File: src/rtl/if_fetch_pkg.sv
// Shared CPU definitions for the fetch stage: bus widths, fetch FSM encoding, NOP word.
package if_fetch_pkg;

    localparam int unsigned ADDR_W = 32;
    localparam int unsigned INST_W = 32;

    localparam logic [INST_W-1:0] RESET_INST_DEF = 32'h0000_0000;

    typedef enum logic [2:0] {
        StIdle,
        StReq,
        StWait,
        StHold,
        StDiscard
    } fetch_state_e;

    // Instructions are word-aligned; any low address bit set is an address error.
    function automatic logic addr_misaligned(input logic [ADDR_W-1:0] addr);
        return addr[1:0] != 2'b00;
    endfunction

endpackage

File: src/rtl/if_id_reg.sv
// IF/ID pipeline register: instruction, PC and address-error flag handed to decode.
module if_id_reg
    import if_fetch_pkg::*;
#(
    parameter logic [INST_W-1:0] RESET_INST = RESET_INST_DEF
) (
    input  logic              _clk,
    input  logic              _rst,
    input  logic              load,
    input  logic              clear,
    input  logic [INST_W-1:0] load_inst,
    input  logic [ADDR_W-1:0] load_pc,
    input  logic              load_adel,
    output logic              id_valid_,
    output logic [INST_W-1:0] id_inst_,
    output logic [ADDR_W-1:0] id_pc_,
    output logic              id_adel_
);

    // Clear only drops valid; the payload keeps its last value so outputs stay quiet.
    always_ff @(posedge _clk) begin
        if (_rst) begin
            id_valid_ <= 1'b0;
            id_inst_  <= RESET_INST;
            id_pc_    <= '0;
            id_adel_  <= 1'b0;
        end else if (clear) begin
            id_valid_ <= 1'b0;
        end else if (load) begin
            id_valid_ <= 1'b1;
            id_inst_  <= load_inst;
            id_pc_    <= load_pc;
            id_adel_  <= load_adel;
        end
    end

endmodule

File: src/rtl/if_fetch.sv
// Instruction-fetch sequencer: one outstanding fetch, valid/allowin handover to decode,
// PC stall generation and discard of in-flight fetches on flush.
module if_fetch
    import if_fetch_pkg::*;
#(
    parameter logic [INST_W-1:0] RESET_INST = RESET_INST_DEF
) (
    input  logic              _clk,
    input  logic              _rst,
    input  logic [ADDR_W-1:0] _pc,
    input  logic              _flush,
    input  logic              _id_allowin,
    output logic              inst_req_,
    output logic [ADDR_W-1:0] inst_addr_,
    input  logic              _inst_addr_ok,
    input  logic [INST_W-1:0] _inst_rdata,
    input  logic              _inst_data_ok,
    output logic              pc_stall_,
    output logic              id_valid_,
    output logic [INST_W-1:0] id_inst_,
    output logic [ADDR_W-1:0] id_pc_,
    output logic              id_adel_
);

    fetch_state_e      state_q, state_d;
    logic [ADDR_W-1:0] pc_q;
    logic              pc_latch;
    logic              id_load;
    logic              id_clear;
    logic [INST_W-1:0] load_inst;
    logic [ADDR_W-1:0] load_pc;
    logic              load_adel;

    // State register and PC of the accepted request.
    always_ff @(posedge _clk) begin
        if (_rst) begin
            state_q <= StIdle;
            pc_q    <= '0;
        end else begin
            state_q <= state_d;
            if (pc_latch) pc_q <= _pc;
        end
    end

    // Next-state, bus request and IF/ID register controls; flush wins over everything.
    always_comb begin
        state_d   = state_q;
        inst_req_ = 1'b0;
        pc_latch  = 1'b0;
        id_load   = 1'b0;
        id_clear  = 1'b0;
        load_inst = RESET_INST;
        load_pc   = _pc;
        load_adel = 1'b0;
        unique case (state_q)
            StIdle: state_d = StReq;
            StReq: begin
                if (addr_misaligned(_pc)) begin
                    // Address error: no bus traffic, present a NOP flagged with adel.
                    if (!_flush) begin
                        id_load   = 1'b1;
                        load_adel = 1'b1;
                        state_d   = StHold;
                    end
                end else begin
                    // Request stays asserted under flush; if the bus takes it anyway the
                    // response must be swallowed in DISCARD.
                    inst_req_ = 1'b1;
                    if (_inst_addr_ok) begin
                        pc_latch = 1'b1;
                        state_d  = _flush ? StDiscard : StWait;
                    end
                end
            end
            StWait: begin
                if (_flush) begin
                    state_d = _inst_data_ok ? StReq : StDiscard;
                end else if (_inst_data_ok) begin
                    id_load   = 1'b1;
                    load_inst = _inst_rdata;
                    load_pc   = pc_q;
                    state_d   = StHold;
                end
            end
            StHold: begin
                if (_flush || _id_allowin) begin
                    id_clear = 1'b1;
                    state_d  = StReq;
                end
            end
            StDiscard: begin
                if (_inst_data_ok) state_d = StReq;
            end
            default: state_d = StIdle;
        endcase
    end

    // PC only moves on the handover edge.
    assign pc_stall_  = !(state_q == StHold && _id_allowin);
    assign inst_addr_ = inst_req_ ? _pc : '0;

    if_id_reg #(
        .RESET_INST (RESET_INST)
    ) u_if_id_reg (
        ._clk      (_clk),
        ._rst      (_rst),
        .load      (id_load),
        .clear     (id_clear),
        .load_inst (load_inst),
        .load_pc   (load_pc),
        .load_adel (load_adel),
        .id_valid_ (id_valid_),
        .id_inst_  (id_inst_),
        .id_pc_    (id_pc_),
        .id_adel_  (id_adel_)
    );

endmodule

File: config.mk
export PLATFORM = sky130hd
export DESIGN_NAME = if_fetch
export DESIGN_NICKNAME = d
export VERILOG_FILES = /design/src/rtl/if_fetch_pkg.sv /design/src/rtl/if_id_reg.sv /design/src/rtl/if_fetch.sv
export SDC_FILE = /design/constraint.sdc
export NUM_CORES = 1
export LEC_CHECK = 0
export ABC_AREA = 1
export BUFFER_PORTS_ARGS = -buffer_cell sky130_fd_sc_hd__buf_2
export CAP_MARGIN = 10
export CORE_UTILIZATION = 45
export DETAILED_ROUTE_END_ITERATION = 16
export GPL_TIMING_DRIVEN = 1
export PLACE_DENSITY = 0.72
export SETUP_SLACK_MARGIN = 0.05
export SKIP_LAST_GASP = 1
export SYNTH_ARGS = -nofsm -noshare
export SYNTH_HDL_FRONTEND = slang
export SYNTH_HIERARCHICAL = 1
export SYNTH_SLANG_ARGS = --single-unit
File: constraint.sdc
create_clock -name _clk -period 2.3 [get_ports _clk]
set_input_delay 0.23 -clock _clk [delete_from_list [all_inputs] [get_ports _clk]]
set_output_delay 0.23 -clock _clk [all_outputs]
set_load 0.01 [all_outputs]
==> qor.yml <==
outcome: "finished, final reports clean"
hold_buffers: 0
drt_first_iter_violations: 295
synthFlopType: "dfxtp_1"
antenna_found_initial: 0
synthCells: 805
period_minus_slack_ps: 2048
cts.sinks: 101
fmax_ghz: 0.4883
p_leak_uw: 0.003450
finClkSkew_ps: 5.172
synth_area_leader_cell: "dfxtp_1"
rsz0062_at_grt: "no"
fin_nets: 1016
multi_input_area_mm2: 0.002435
fillCellCount: 1130
cp_max_fo: 22
top_layer: "met4"
path_class: "reg -> out"
die_y_um: 110.5
dr_wl_met3_um: 632
overflow: 0
synth-edff-count: 0
p_per_area_mw_per_mm2: 1004
synth_common_cells: "240 x nor2_1, 141 x inv_1, 101 x dfxtp_1, 87 x nand2_1, 69 x nand3_1"
hpwl_mm: 8.601
cts_resized: 0
setup_violations: 0
cpPeakStageDelay_ps: 420
ys_seq_elements: 101
cpMostUsedCell: "inv_2"
cap_violations: 0
antenna_cells: 0
drt-pass1-iter-count: 5
viasPerCell: 4.633
synth-seq-area-share: 0.3819
globalplace.congestion: 0.8090
yosys_warnings: 6
rows: 39
die_area_mm2: 0.01220
yosysTopAreaCellShare: 0.3819
synth_area_mm2: 0.005295
synth_area_leaders: "dfxtp_1 38%, nor2_1 17%, inv_1 10%, a211oi_2 6.6%, nand3_1 6.5%"
cts-root-buf: "clkbuf_16"
routed-via-count: 5068
report.power.total_uw: 6519
numCtsBuffers: 9
relSlewSlack: 0.6133
wire_per_inst_um: 11.47
clkTransAtPathRegs_ps: 70
critPathRequiredTime_ps: 2070
final_layout_size_suffix_gt1_frac: 0.2829
cp.arrival_ps: 1820
slowest_stage: "dfxtp_1"
worstMarginPinSlew_ps: 580.1
slew_viol_final: 0
pin_count: 170
regArea_mm2: 0.002022
hold_class: "in -> reg"
grt_pass1_wl_mm: 20.93
avgSynthCellArea_um2: 6.578
yosysUniqueCellTypes: 23
die_w_um: 110.5
clk_latency_ps: 340
ir_drop_mv: 0.4824
crit_path_end_kind: "primary output"
synth.most_common_cell: "nor2_1"
groute.usage.overall: 0.2085
port_buffers: 167
start_util: 0.4637
clk_path_buf_depth: 2
grt_max_degree: 56
remaining_drc_errors: 0
cts_setup_buffers: 0
wl_met2_mm: 5.620
path_cells: "inv_2 -> nand2_2 -> nor2_4 -> inv_2 -> nor2_2 -> inv_1 -> buf_12 -> nor2_1 -> buf_2"
hold_viol_final: 0
ant_nets: 0
core_mm2: 0.01142
h-tree-depth: 3
period_share: 0.8904
totalWireLength_mm: 12.55
drt-met1-wl_mm: 6.020
grt_pass1_vias: 4507
cp-start-kind: "flip-flop"
area_growth_pct: 22.66
setup_tns_ps: 0
cts_tree: "built"
async_flop_share: 0
## registers in the layout (all words and copies together) (netlist names)
register and cells:
u_if_id_reg/id_adel_ 1, u_if_id_reg/id_pc_ 32, state_q 3, u_if_id_reg/id_inst_ 32, u_if_id_reg/id_valid_ 1, pc_q 32
## cells by family (layout without fill, tap and decap cells)
family | Yosys count | after routing | synth area share
other cells | 1 | 2 | 0.0007082
flops | 101 | 101 | 0.3819
compound gates | 68 | 68 | 0.1052
buf+inv | 199 | 344 | 0.1640
simple gates | 436 | 436 | 0.3483
## critical path, delay by kind of cell, from the launching register on
kind	cells	cell delay (ps)
buffers and inverters	5	810
flip-flops	1	420
AND/OR/NAND/NOR	4	220
## power by group
group / leakage, µW / switching [µW] / internal, µW
sequential: 0.000823 / 228 / 2160
clock: 0.000152 / 636 / 932
combinational: 0.00247 / 1580 / 984
## layout by cell type (no fill, tap or decap), drive strengths merged
master,synthesis,layout
nand2,88,88
a211oi,30,30
nor2,273,273
inv,146,146
dfxtp,101,101
o22ai,1,1
bufinv,0,1
buf,47,182
a21oi,33,33
nor3,4,4
conb,1,2
clkbuf,6,13
o21ai,4,4
clkinvlp,0,1
clkinv,0,1
nand3,71,71
## per-layer routing
| layer | up-vias | GRT usage |
|---|---|---|
| met2 | 149 | 0.3408 |
| met4 | 0 | 0.07289 |
| met5 | - | 0 |
| met1 | 2214 | 0.2751 |
| met3 | 20 | 0.03842 |
| li1 | 2685 | - |
## final cells by class
cell class                 count  area share
clock inverter                 3    0.006550
multi-input combinational    506      0.3749
sequential                   101      0.3113
inverter                     146     0.08438
tap                          143     0.02755
clock buffer                  13     0.04161
timing repair buffer         182      0.1537
## per-stage QoR
step / instance area (µm²) / hold WS (ps) / instances / setup slack, ps / util
after floorplan: 5299 / 306.8 / 806 / 458.5 / -
after global placement: 6182 / 426.4 / 1078 / 375.6 / 0.5414
after detailed placement: 6182 / 432.0 / 1078 / 377.8 / 0.5414
after CTS: 6495 / 184.2 / 1094 / 224.8 / 0.5688
after global routing: 6495 / 198.3 / 1094 / 87.07 / 0.5688
final: 6495 / 195.4 / 1094 / 252.0 / 0.5688
## worst paths after layout
path	start	to	slack [ps]	cells after the start
max	state_q[2]	inst_addr_[30]	250	9
min	_pc[25]	pc_q[25]	200	3
max reg2reg	state_q[2]	u_if_id_reg/id_inst_[28]	350	11
min reg2reg	pc_q[0]	pc_q[0]	440	2
Note: power is estimated with default switching activity, not from simulation.
